[config.mk]
export PLATFORM = sky130hd
export DESIGN_NAME = ps2_kbd_rx
export DESIGN_NICKNAME = d
export VERILOG_FILES = /design/src/rtl/ps2_pkg.sv /design/src/rtl/ps2_frame_rx.sv /design/src/rtl/ps2_kbd_rx.sv
export SDC_FILE = /design/constraint.sdc
export NUM_CORES = 1
export LEC_CHECK = 0
export CAP_MARGIN = 30
export CORE_MARGIN = 2
export CORE_UTILIZATION = 45
export CTS_BUF_LIST = sky130_fd_sc_hd__clkbuf_4 sky130_fd_sc_hd__clkbuf_8
export DETAILED_ROUTE_END_ITERATION = 10
export PLACE_DENSITY = 0.73
export SETUP_SLACK_MARGIN = 0.15
export SLEW_MARGIN = 5
export SYNTH_ARGS = -nofsm -noshare
export SYNTH_HDL_FRONTEND = slang
export SYNTH_HIERARCHICAL = 1
export SYNTH_SLANG_ARGS = --single-unit
[constraint.sdc]
create_clock -name clk_sys -period 2.29 [get_ports clk_sys]
set_clock_uncertainty 0.15 [all_clocks]
set_input_delay 0.5725 -clock clk_sys [delete_from_list [all_inputs] [get_ports clk_sys]]
set_output_delay 0.5725 -clock clk_sys [all_outputs]
set_load 0.01 [all_outputs]
[src/rtl/ps2_pkg.sv]
// ps2_pkg: shared constants, state type and ignore-code helper for the PS/2 keyboard receiver
package ps2_pkg;
  localparam logic [7:0] PS2_PFX_EXT = 8'hE0;
  localparam logic [7:0] PS2_PFX_BRK = 8'hF0;
  localparam logic [7:0] PS2_PFX_PAUSE = 8'hE1;
  localparam logic [2:0] PS2_PAUSE_SKIP = 3'd7;
  localparam int PS2_IGNORE_N = 6;
  localparam logic [8*PS2_IGNORE_N-1:0] PS2_IGNORE = {8'hAA, 8'hFA, 8'hEE, 8'hFE, 8'h00, 8'hFF};
  typedef enum logic [1:0] {IDLE, DATA, PARITY, STOP} ps2_rx_state_t;
  function automatic logic ps2_is_ignored(input logic [7:0] b);
    ps2_is_ignored = 1'b0;
    for (int i = 0; i < PS2_IGNORE_N; i++)
      if (b == PS2_IGNORE[i*8 +: 8]) ps2_is_ignored = 1'b1;
  endfunction
endpackage

[src/rtl/ps2_frame_rx.sv]
// ps2_frame_rx: synchronises and filters the PS/2 lines and deserialises 11-bit frames
module ps2_frame_rx
  import ps2_pkg::*;
#(
  parameter int FILTER_LEN = 8,
  parameter int TIMEOUT_CYC = 100000
) (
  input  logic       clk_sys,
  input  logic       reset,
  input  logic       ps2_clk,
  input  logic       ps2_data,
  output logic [7:0] rx_byte,
  output logic       byte_valid,
  output logic       err_parity,
  output logic       err_frame
);
  localparam int TW = $clog2(TIMEOUT_CYC + 1);
  logic [1:0] clk_s, dat_s;
  logic clk_f, flip, strobe, din;
  logic [7:0] flt_cnt;
  ps2_rx_state_t state, state_n;
  logic [2:0] bit_cnt, bit_cnt_n;
  logic [7:0] sr, sr_n;
  logic par_ok, par_ok_n, valid_n, perr_n, ferr_n;
  logic [TW-1:0] to_cnt, to_cnt_n;
  assign din = dat_s[1];
  assign flip = (clk_s[1] != clk_f) && (flt_cnt == 8'(FILTER_LEN - 1));
  assign strobe = flip && clk_f;
  assign rx_byte = sr;
  always_ff @(posedge clk_sys) begin
    if (reset) begin
      clk_s <= 2'b11;
      dat_s <= 2'b11;
      clk_f <= 1'b1;
      flt_cnt <= '0;
      state <= IDLE;
      bit_cnt <= '0;
      sr <= '0;
      par_ok <= 1'b0;
      to_cnt <= '0;
      byte_valid <= 1'b0;
      err_parity <= 1'b0;
      err_frame <= 1'b0;
    end else begin
      clk_s <= {clk_s[0], ps2_clk};
      dat_s <= {dat_s[0], ps2_data};
      flt_cnt <= (clk_s[1] == clk_f || flip) ? '0 : flt_cnt + 8'd1;
      clk_f <= flip ? ~clk_f : clk_f;
      state <= state_n;
      bit_cnt <= bit_cnt_n;
      sr <= sr_n;
      par_ok <= par_ok_n;
      to_cnt <= to_cnt_n;
      byte_valid <= valid_n;
      err_parity <= perr_n;
      err_frame <= ferr_n;
    end
  end
  always_comb begin
    state_n = state;
    bit_cnt_n = bit_cnt;
    sr_n = sr;
    par_ok_n = par_ok;
    to_cnt_n = (state == IDLE || strobe) ? '0 : to_cnt + 1'b1;
    valid_n = 1'b0;
    perr_n = 1'b0;
    ferr_n = 1'b0;
    if (state != IDLE && !strobe && to_cnt == TW'(TIMEOUT_CYC - 1)) begin
      state_n = IDLE;
      ferr_n = 1'b1;
    end else if (strobe) begin
      case (state)
        IDLE: begin
          ferr_n = din;
          state_n = din ? IDLE : DATA;
          bit_cnt_n = '0;
        end
        DATA: begin
          sr_n = {din, sr[7:1]};
          bit_cnt_n = bit_cnt + 3'd1;
          state_n = (bit_cnt == 3'd7) ? PARITY : DATA;
        end
        PARITY: begin
          par_ok_n = ^{sr, din};
          state_n = STOP;
        end
        default: begin
          state_n = IDLE;
          ferr_n = !din;
          perr_n = din && !par_ok;
          valid_n = din && par_ok;
        end
      endcase
    end
  end
endmodule

[src/rtl/ps2_kbd_rx.sv]
// ps2_kbd_rx: folds E0/F0/E1 prefixes of scan-code set 2 bytes into toggle-strobed key events
module ps2_kbd_rx
  import ps2_pkg::*;
#(
  parameter int FILTER_LEN = 8,
  parameter int TIMEOUT_CYC = 100000
) (
  input  logic        clk_sys,
  input  logic        reset,
  input  logic        ps2_kbd_clk,
  input  logic        ps2_kbd_data,
  output logic [10:0] ps2_key,
  output logic        err_parity,
  output logic        err_frame
);
  logic [7:0] rx_byte;
  logic byte_valid, ext, brk;
  logic [2:0] skip;
  ps2_frame_rx #(.FILTER_LEN(FILTER_LEN), .TIMEOUT_CYC(TIMEOUT_CYC)) u_frame (
    .clk_sys(clk_sys),
    .reset(reset),
    .ps2_clk(ps2_kbd_clk),
    .ps2_data(ps2_kbd_data),
    .rx_byte(rx_byte),
    .byte_valid(byte_valid),
    .err_parity(err_parity),
    .err_frame(err_frame)
  );
  always_ff @(posedge clk_sys) begin
    if (reset) begin
      ps2_key <= '0;
      ext <= 1'b0;
      brk <= 1'b0;
      skip <= '0;
    end else if (err_parity || err_frame) begin
      ext <= 1'b0;
      brk <= 1'b0;
    end else if (byte_valid) begin
      if (skip != 3'd0) skip <= skip - 3'd1;
      else if (rx_byte == PS2_PFX_PAUSE) skip <= PS2_PAUSE_SKIP;
      else if (rx_byte == PS2_PFX_EXT) ext <= 1'b1;
      else if (rx_byte == PS2_PFX_BRK) brk <= 1'b1;
      else begin
        if (!ps2_is_ignored(rx_byte)) ps2_key <= {~ps2_key[10], ~brk, ext, rx_byte};
        ext <= 1'b0;
        brk <= 1'b0;
      end
    end
  end
endmodule

# [Yosys cells after proc, flatten, opt, wreduce, memory -nomap -nowiden]
# Cells that the tools add are included.
[totals] wordCells=104 mem_count=0 ff_bits=63 input_bits=4 latch_bits=0 romBits=0 out_inout_bits=13 mem_bits_rw=0
[classes] shifts=0 n_reduce_logical=32 div_mod_pow=0 n_bitwise=11 n_mux=25 eq_ne=16 n_lt_le_gt_ge=0 addsub=4 multipliers=0
[op_table] cell="== test 8 bit (second input constant)" count=8
[op_table] cell="2-to-1 mux 1 bit" count=19
[op_table] cell="adder 17 x 1 -> 17 bit (second input constant)" count=1
[op_table] cell="== test 17 bit (second input constant)" count=1
[op_table] cell="AND reduction 3 bit" count=4
[op_table] cell="inverter 1 bit" count=11
[op_table] cell="OR reduction 2 bit" count=5
[op_table] cell="parity 9 bit" count=1
[op_table] cell="adder 8 x 1 -> 8 bit (second input constant)" count=1
[op_table] cell="== test 8 x 3 -> 1 bit (second input constant)" count=1
[op_table] cell="logical NOT 8 bit" count=1
[op_table] cell="AND reduction 4 bit" count=2
[op_table] cell="AND reduction 7 bit" count=1
[op_table] cell="logical AND 1 bit" count=6
[op_table] cell="2-to-1 mux 3 bit" count=2
[op_table] cell="one-hot mux 2 bit (3 select lines)" count=1
[op_table] cell="one-hot mux 3 bit (2 select lines)" count=1
[op_table] cell="nonzero test 2 bit" count=3
[op_table] cell="OR reduction 6 bit" count=1
[op_table] cell="adder 3 x 1 -> 3 bit (second input constant)" count=1
[op_table] cell="== test 3 bit (second input constant)" count=1
[op_table] cell="logical NOT 1 bit" count=3
[op_table] cell="logical OR 1 bit" count=3
[op_table] cell="nonzero test 3 bit" count=1
[op_table] cell="other kinds (9)" count=9

# [Longest topological paths before layout]
# Gate-level depths: netlist of run 1.
[logic_depth] depth_word=16 mapped_depth=7 mapped_depth_nobuf=7

# [Modules after synthesis]
# Netlist of run 1, hierarchy kept.
[by_module_without_submodules] mod="ps2_frame_rx" n_inst=1 area_per_inst_um2=2083.2 seq_area_each_um2=940.9 cells_each=222
[by_module_without_submodules] mod="ps2_kbd_rx" n_inst=1 area_per_inst_um2=859.6 seq_area_each_um2=320.3 cells_each=94

# [Worst setup path after synthesis of run 1]
# No wires, ideal clock.
[synth_path] path_kind="reg2reg" from="reg u_frame.sr[1] (netlist: u_frame/rx_byte[1])" to="reg ps2_key[9]" required_time_ps=2017 setup_slack_ps=242 stages_incl_launch_ff=7 arrival_time_ps=1775 n_path_buf=1 cell_sequence="dfxtp_1 -> or4_1 -> a211o_1 -> o31ai_1 -> a21oi_1 -> buf_4 -> mux2_1"
[synth_via] elab_chain_len=16 elab_cells_between_ends=27 classes_between="8 x eq/ne; 13 x mux; 4 x bitwise; 2 x reduce/logical"
[synth_rtl] element="start, declared" line="ps2_frame_rx.sv:23" source="logic [7:0] sr, sr_n;"
[synth_rtl] element="start signal, assigned" line="ps2_frame_rx.sv:51" source="sr <= sr_n;"
[synth_rtl] element="== test 8 bit" line="ps2_pkg.sv:13" source="if (b == PS2_IGNORE[i*8 +: 8]) ps2_is_ignored = 1'b1;"
[synth_rtl] element="2-to-1 mux 1 bit (6 in a row)" line="ps2_pkg.sv:13"
[synth_rtl] element="2-to-1 mux 1 bit" line="ps2_kbd_rx.sv:42" source="else if (rx_byte == PS2_PFX_BRK) brk <= 1'b1;"
[synth_rtl] element="2-to-1 mux 1 bit" line="ps2_kbd_rx.sv:41" source="else if (rx_byte == PS2_PFX_EXT) ext <= 1'b1;"
[synth_rtl] element="2-to-1 mux 1 bit" line="ps2_kbd_rx.sv:40" source="else if (rx_byte == PS2_PFX_PAUSE) skip <= PS2_PAUSE_SKIP;"
[synth_rtl] element="2-to-1 mux 1 bit" line="ps2_kbd_rx.sv:39" source="if (skip != 3'd0) skip <= skip - 3'd1;"
[synth_rtl] element="2-to-1 mux 1 bit" line="ps2_kbd_rx.sv:38" source="end else if (byte_valid) begin"
[synth_rtl] element="2-to-1 mux 1 bit" line="ps2_kbd_rx.sv:35" source="end else if (err_parity || err_frame) begin"
[synth_rtl] element="2-to-1 mux 1 bit" line="ps2_kbd_rx.sv:30" source="if (reset) begin"
[synth_rtl] element="inverter 1 bit (no source line)"
[synth_rtl] element="AND reduction 7 bit (no source line) (*)"
[synth_rtl] element="end signal, assigned" line="ps2_kbd_rx.sv:44" source="if (!ps2_is_ignored(rx_byte)) ps2_key <= {~ps2_key[10], ~brk, ext, rx_byte};"
[synth_rtl] element="end, declared" line="ps2_kbd_rx.sv:12" source="output logic [10:0] ps2_key,"
# Mark *: on every way between the ends. The rest lies on a longest branch, timed or not. The select of a mux whose other input is x is not followed.
# A chain may end at the register's enable or synchronous reset.

# [Worst setup path in the final report of run 1]
[layout_path] from="reg u_frame.err_parity" to="out err_parity"
[layout_rtl] element="start, declared" line="ps2_frame_rx.sv:14" source="output logic err_parity,"
[layout_rtl] element="start signal, assigned" line="ps2_frame_rx.sv:55" source="err_parity <= perr_n;"
[layout_rtl] element="end, declared" line="ps2_kbd_rx.sv:13" source="output logic err_parity,"
# No word-level cell between the ends.

==> results of run 1 <==
==> where the power goes <==
part | internal, uW | switching [uW]
logic | 20.0 | 18.5
registers | 1100 | 2.79
clock network | 456 | 404
total | 1580 | 425
==> kinds of logic (layout without fill, tap and decap cells) <==
logic type	count (synthesis)	in the layout	synth area share, %
compound gates	39	39	8.971
xor+xnor	24	24	7.610
fa+ha+maj	10	10	4.252
buf+inv	20	57	3.061
flops	63	63	42.86
mux	17	17	5.867
simple gates	143	143	27.38
==> synthesized netlist by cell type (4+ instances only) <==
library cell,number
nor2_1,39
nand2_1,17
nand3_1,12
dfxtp_1,63
a21oi_1,11
nand4_1,6
or3_1,5
nor2b_1,5
xor2_1,12
inv_1,10
o21ai_0,6
xnor2_1,11
clkbuf_1,5
and3_1,6
nor3_1,6
mux2i_1,15
ha_1,10
o21ai_1,4
nand2b_1,17
or2_2,4
or4_1,4
==> cell usage in the layout, fill, tap and decap left out, types with 5 or more instances in the layout <==
cell             netlist  final
dfxtp_2                0      5
clkdlybuf4s50_1        0     16
buf_4                  1     15
mux2i_1               15     15
o21ai_0                6      6
a21oi_1               11     10
nand3_1               12     11
ha_1                  10      9
and3_1                 6      6
or3_1                  5      5
dfxtp_1               63     58
nor2_1                39     39
inv_1                 10     10
nand2b_1              17     17
xor2_1                12     12
clkbuf_8               0     11
nand2_1               17     17
nand4_1                6      6
nor3_1                 6      6
xnor2_1               11     11
==> per-layer routing <==
metal | share of wire, % | up-vias | routed length [um] | GRT usage, %
met5 | 0 | - | 0 | 0
met4 | 1.6 | 0 | 91 | 8.225
met3 | 4.1 | 9 | 233 | 4.572
met2 | 47 | 45 | 2691 | 27.70
met1 | 47 | 1076 | 2686 | 21.43
li1 | - | 1178 | - | -
==> flip-flops by register name (all words and copies together) (netlist names), 2 cells and up <==
| signal | count |
|---|---|
| skip | 3 |
| u_frame/state | 2 |
| u_frame/bit_cnt | 3 |
| u_frame/dat_s | 2 |
| u_frame/rx_byte | 8 |
| ps2_key | 11 |
| u_frame/clk_s | 2 |
| u_frame/to_cnt | 17 |
| u_frame/flt_cnt | 8 |
==> metrics by stage <==
step	cell area [um^2]	setup slack (ns)	utilization, %	instances	power (uW)
6_report	3481	0.2172	54.82	430	2001
3_5_place_dp	3252	0.1584	51.21	413	1165
2_1_floorplan	2943	0.2420	-	316	1147
3_3_place_gp	3252	0.2048	51.21	413	1164
4_1_cts	3448	0.1593	54.31	429	2027
5_1_grt	3481	0.1272	54.82	430	2075
==> final cells by class <==
| class | count | share of cell area [%] |
|---|---|---|
| inverter | 10 | 1.078 |
| tap | 77 | 2.768 |
| sequential | 63 | 36.41 |
| multi-input combinational | 233 | 46.76 |
| clock inverter | 4 | 0.5751 |
| clock buffer | 12 | 4.565 |
| timing repair buffer | 31 | 7.836 |
==> how the worst min path moves through the flow <==
stage	start	endpoint	slack, ns	cells past startpoint
3_5_place_dp	u_frame/dat_s[0]$_SDFF_PP1_	u_frame/dat_s[1]$_SDFF_PP1_	0.25	1
2_1_floorplan	u_frame/clk_s[0]$_SDFF_PP1_	u_frame/clk_s[1]$_SDFF_PP1_	0.24	1
4_1_cts	u_frame/dat_s[0]$_SDFF_PP1_	u_frame/dat_s[1]$_SDFF_PP1_	0.26	1
3_3_place_gp	u_frame/clk_s[0]$_SDFF_PP1_	u_frame/clk_s[1]$_SDFF_PP1_	0.24	1
6_report	u_frame/dat_s[0]$_SDFF_PP1_	u_frame/dat_s[1]$_SDFF_PP1_	0.26	1
5_1_grt	u_frame/dat_s[0]$_SDFF_PP1_	u_frame/dat_s[1]$_SDFF_PP1_	0.29	1
==> what timing repair did <==
| action | 4_1_cts | 5_1_grt |
|---|---|---|
| hold buffers | 0 | 0 |
| endpoints found under the setup margin | 3 | 23 |
| setup buffers | 0 | 1 |
| gates resized for setup | 3 | 11 |
| pin swaps | 0 | 1 |
==> impl_metrics.env, run 1 <==
export IMPL_cp_top_family="buffers and inverters"
export IMPL_die_area_um2=7202
export IMPL_yosysTopAreaCellShare_pct=42.86
export IMPL_crit_start="u_frame/err_parity$_SDFF_PP0_"
export IMPL_wire_per_inst_um=13.26
export IMPL_vdd_drop_max_mv=0.3094
export IMPL_yosysTopAreaCell="dfxtp_1"
export IMPL_final_fill_count=561
export IMPL_area_growth_pct=18.28
export IMPL_dr_first_iter_drc_count=71
export IMPL_diodes=0
export IMPL_period_needed_ns=2.073
export IMPL_grt_pass1_vias=2348
export IMPL_num_nets_final=362
export IMPL_synth_nets=330
export IMPL_worstPathMaxFanout=4
export IMPL_drt_first_pass_iters=5
export IMPL_drc=0
export IMPL_fin_setup_tns_ns=0
export IMPL_maxCapViolCount=0
export IMPL_synth_area_leaders="dfxtp_1, mux2i_1, nor2_1"
export IMPL_fin_hold_ws_ns=0.2593
export IMPL_endpoint_kind="output pin"
export IMPL_hold_path_class="reg -> reg"
export IMPL_ys_flop_type="dfxtp_1"
export IMPL_ctsRootBufferMaster="clkbuf_8"
export IMPL_fin_crit_sh_pct=90.51
export IMPL_gp_congestion=0.8171
export IMPL_ant_nets=0
export IMPL_hpwlAfterDp_mm=3.997
export IMPL_r2r_start="u_frame/rx_byte[1]$_SDFFE_PP0P_"
export IMPL_maxSlewViolCount=0
export IMPL_status="finished, final reports clean"
export IMPL_max_slew_worst_pin_slew_ns=0.3849
export IMPL_slowest_stage="clkdlybuf4s50_1"
export IMPL_reg2reg_depth=4
export IMPL_rsz0062_at_grt="yes"
export IMPL_die_h_um=84.87
export IMPL_setup_viol=0
export IMPL_initial_core_util_pct=46.34
export IMPL_synth_seq_area_share_pct=42.86
export IMPL_cpPeakStageDelay_ns=0.58
export IMPL_syn_area_um2=2943
export IMPL_p_per_area_nw_per_um2=574.8
export IMPL_register_area_um2=1267
export IMPL_max_slew_margin_pct=74.31
export IMPL_overflow=0
export IMPL_grt_total_usage_pct=17.19
export IMPL_synthCells=316
export IMPL_die_w_um=84.87
export IMPL_grt_pass1_wl_mm=10.09
export IMPL_max_freq_ghz=0.4824
export IMPL_antenna_found_initial=0
export IMPL_core_area_um2=6350
export IMPL_multi_input_area_um2=1628
export IMPL_async_flop_share_pct=0
export IMPL_cp_arrival_ns=1.35
export IMPL_synth_edf_count=0
export IMPL_startpoint_type="flop"
export IMPL_syn_avg_cell_area_um2=9.313
export IMPL_ys_ff_latch=63
export IMPL_path_clk_slew_ns=0.07
export IMPL_rrSetupSlack_ns=0.22
export IMPL_tritoncts="yes"
export IMPL_cts_sinks=63
export IMPL_cp_buffers_inverters=1
export IMPL_worstSetupPathType="reg -> out"
export IMPL_synth_warning_count=6
export IMPL_grt_start_max_net_pins=17
export IMPL_cp_cell_sequence="clkdlybuf4s50_1"
export IMPL_drive_gt1_share_pct=15.30
export IMPL_io_pins=17
export IMPL_crit_end="err_parity"
export IMPL_leakagePower_uw=0.001194
export IMPL_clock_latency_ns=0.33
export IMPL_cts_htree_levels=3
export IMPL_synth_distinct_cells=55
export IMPL_r2r_end="brk$_SDFFE_PP0P_"
export IMPL_via_per_inst=5.367
export IMPL_drt_total_wl_mm=5.703
export IMPL_cp_depth=1
export IMPL_cts_max_path_buffers=2
export IMPL_io_buffers=16
export IMPL_hold_viol=0
export IMPL_worstPathRequired_ns=1.57
export IMPL_fp_row_count=29
export IMPL_route_vias_total=2308
export IMPL_cts_buffers=9
Power figures use the tool's default switching activity.
==> inputs of run 2 (changes only) <==
Settings changed: CAP_MARGIN 30 to 10, SETUP_SLACK_MARGIN 0.15 to unset.
Clock period 2.29 ns to 2.55 ns, I/O delays scaled along.
==> impl_metrics.env, run 2 (synthesized netlist as in run 1, its figures left out) <==
export IMPL_clock_latency_ns=0.35
export IMPL_die_area_um2=7202
export IMPL_core_area_um2=6350
export IMPL_io_pins=17
export IMPL_period_needed_ns=2.231
export IMPL_gp_congestion=0.7662
export IMPL_antenna_found_initial=0
export IMPL_final_fill_count=579
export IMPL_hpwlAfterDp_mm=3.802
export IMPL_cpPeakStageDelay_ns=0.52
export IMPL_mostFrequentLayoutCells="dfxtp_1, nor2_1, nand2_1, nand2b_1, clkdlybuf4s50_1"
export IMPL_drt_first_pass_iters=4
export IMPL_cts_sinks=63
export IMPL_cp_buffers_inverters=2
export IMPL_overflow=0
export IMPL_cp_top_family="compound AO/OA/AOI/OAI gates"
export IMPL_cp_arrival_ns=2.36
export IMPL_cts_max_path_buffers=2
export IMPL_cp_cell_sequence="inv_1 > ha_1 > nor2b_1 > o2111ai_1 > a21oi_1 > buf_4 > mux2i_1"
export IMPL_worstPathRequired_ns=2.68
export IMPL_leakagePower_uw=0.001163
export IMPL_post_cts_resized=0
export IMPL_ant_nets=0
export IMPL_maxCapViolCount=0
export IMPL_die_w_um=84.87
export IMPL_path_clk_slew_ns=0.07
export IMPL_drive_gt1_share_pct=10.40
export IMPL_ctsHoldBuffers=0
export IMPL_worstSetupPathType="reg -> reg"
export IMPL_area_growth_pct=15.69
export IMPL_maxSlewViolCount=0
export IMPL_cts_buffers=9
export IMPL_grt_start_max_net_pins=32
export IMPL_via_per_inst=5.362
export IMPL_wire_per_inst_um=12.40
export IMPL_max_freq_ghz=0.4483
export IMPL_fin_crit_sh_pct=87.49
export IMPL_reg_largest_list="u_frame/to_cnt x17, ps2_key x11"
export IMPL_route_vias_total=2268
export IMPL_fp_row_count=29
export IMPL_rsz0062_at_grt="no"
export IMPL_num_nets_final=355
export IMPL_diodes=0
export IMPL_setup_viol=0
export IMPL_grt_pass1_wl_mm=9.722
export IMPL_status="finished, final reports clean"
export IMPL_fin_hold_ws_ns=0.2578
export IMPL_initial_core_util_pct=46.34
export IMPL_io_buffers=16
export IMPL_hold_viol=0
export IMPL_max_slew_worst_pin_slew_ns=0.6041
export IMPL_cts_htree_levels=3
export IMPL_vdd_drop_max_mv=0.3587
export IMPL_slowest_stage="a21oi_1"
export IMPL_drc=0
export IMPL_grt_pass1_vias=2232
export IMPL_endpoint_kind="flop"
export IMPL_tritoncts="yes"
export IMPL_hold_path_class="reg -> reg"
export IMPL_dr_first_iter_drc_count=122
export IMPL_cts_setup_buffers=0
export IMPL_layout_commonest_cell="dfxtp_1"
export IMPL_regMostFlops="u_frame/to_cnt"
export IMPL_worstPathMaxFanout=6
export IMPL_fin_setup_tns_ns=0
export IMPL_p_per_area_nw_per_um2=555.6
export IMPL_largest_reg_flops=17
export IMPL_ctsRootBufferMaster="clkbuf_8"
export IMPL_drt_total_wl_mm=5.247
export IMPL_die_h_um=84.87
export IMPL_startpoint_type="flop"
export IMPL_max_slew_margin_pct=59.73
export IMPL_grt_total_usage_pct=16.82
[run 2: stage by stage]
stage	instance area [um^2]	util, %	instances	power [uW]	worst slack, ns
after floorplan	2943	-	316	1030	0.5020
after global placement	3207	50.50	407	1043	0.3782
after detailed placement	3207	50.50	407	1044	0.3248
after CTS	3405	53.62	423	1916	0.2871
after global routing	3405	53.62	423	1965	0.1331
final	3405	53.62	423	1892	0.3191
[run 2: worst register-to-register path: cells and delay by family, from the launching register on]
kind            cells  cell delay, ns
compound gates      2            0.70
fa+ha+maj           1            0.20
buf+inv             2            0.37
flops               1            0.31
mux                 1            0.22
simple gates        1            0.20
[run 2: path summary, 6_finish.rpt]
check | startpoint | endpoint | slack [ns] | cells past startpoint
max | skip[0]$_SDFFE_PP0P_ | ps2_key[5]$_SDFFE_PP0P_ | 0.32 | 7
min | u_frame/clk_s[0]$_SDFF_PP1_ | u_frame/clk_s[1]$_SDFF_PP1_ | 0.26 | 1
max reg2reg | skip[0]$_SDFFE_PP0P_ | ps2_key[5]$_SDFFE_PP0P_ | 0.32 | 7
min reg2reg | u_frame/clk_s[0]$_SDFF_PP1_ | u_frame/clk_s[1]$_SDFF_PP1_ | 0.26 | 1
[run 2: where the power goes]
part           internal [uW]  switching [uW]  total (uW)
Clock                    495             376         871
Sequential               987            2.43         990
Combinational           16.0            15.3        31.3
Total                   1500             394        1890
[run 2: routing by layer]
metal  vias to the layer above  track usage, %  part of all wire [%]
met3                        11           4.183                   3.3
met5                         -               0                     0
met2                        33           27.70                    48
met1                      1058           19.98                    46
met4                         0           9.668                   2.6
li1                       1166               -                     -
[run 2: area by class of cell]
cell class	count	area [um^2]	area share (%)
clock buffer	12	152.6	4.484
clock inverter	4	45.04	1.323
inverter	10	37.54	1.103
multi-input combinational	233	1592	46.75
sequential	63	1261	37.05
tap	77	96.34	2.830
timing repair buffer	24	220.2	6.468
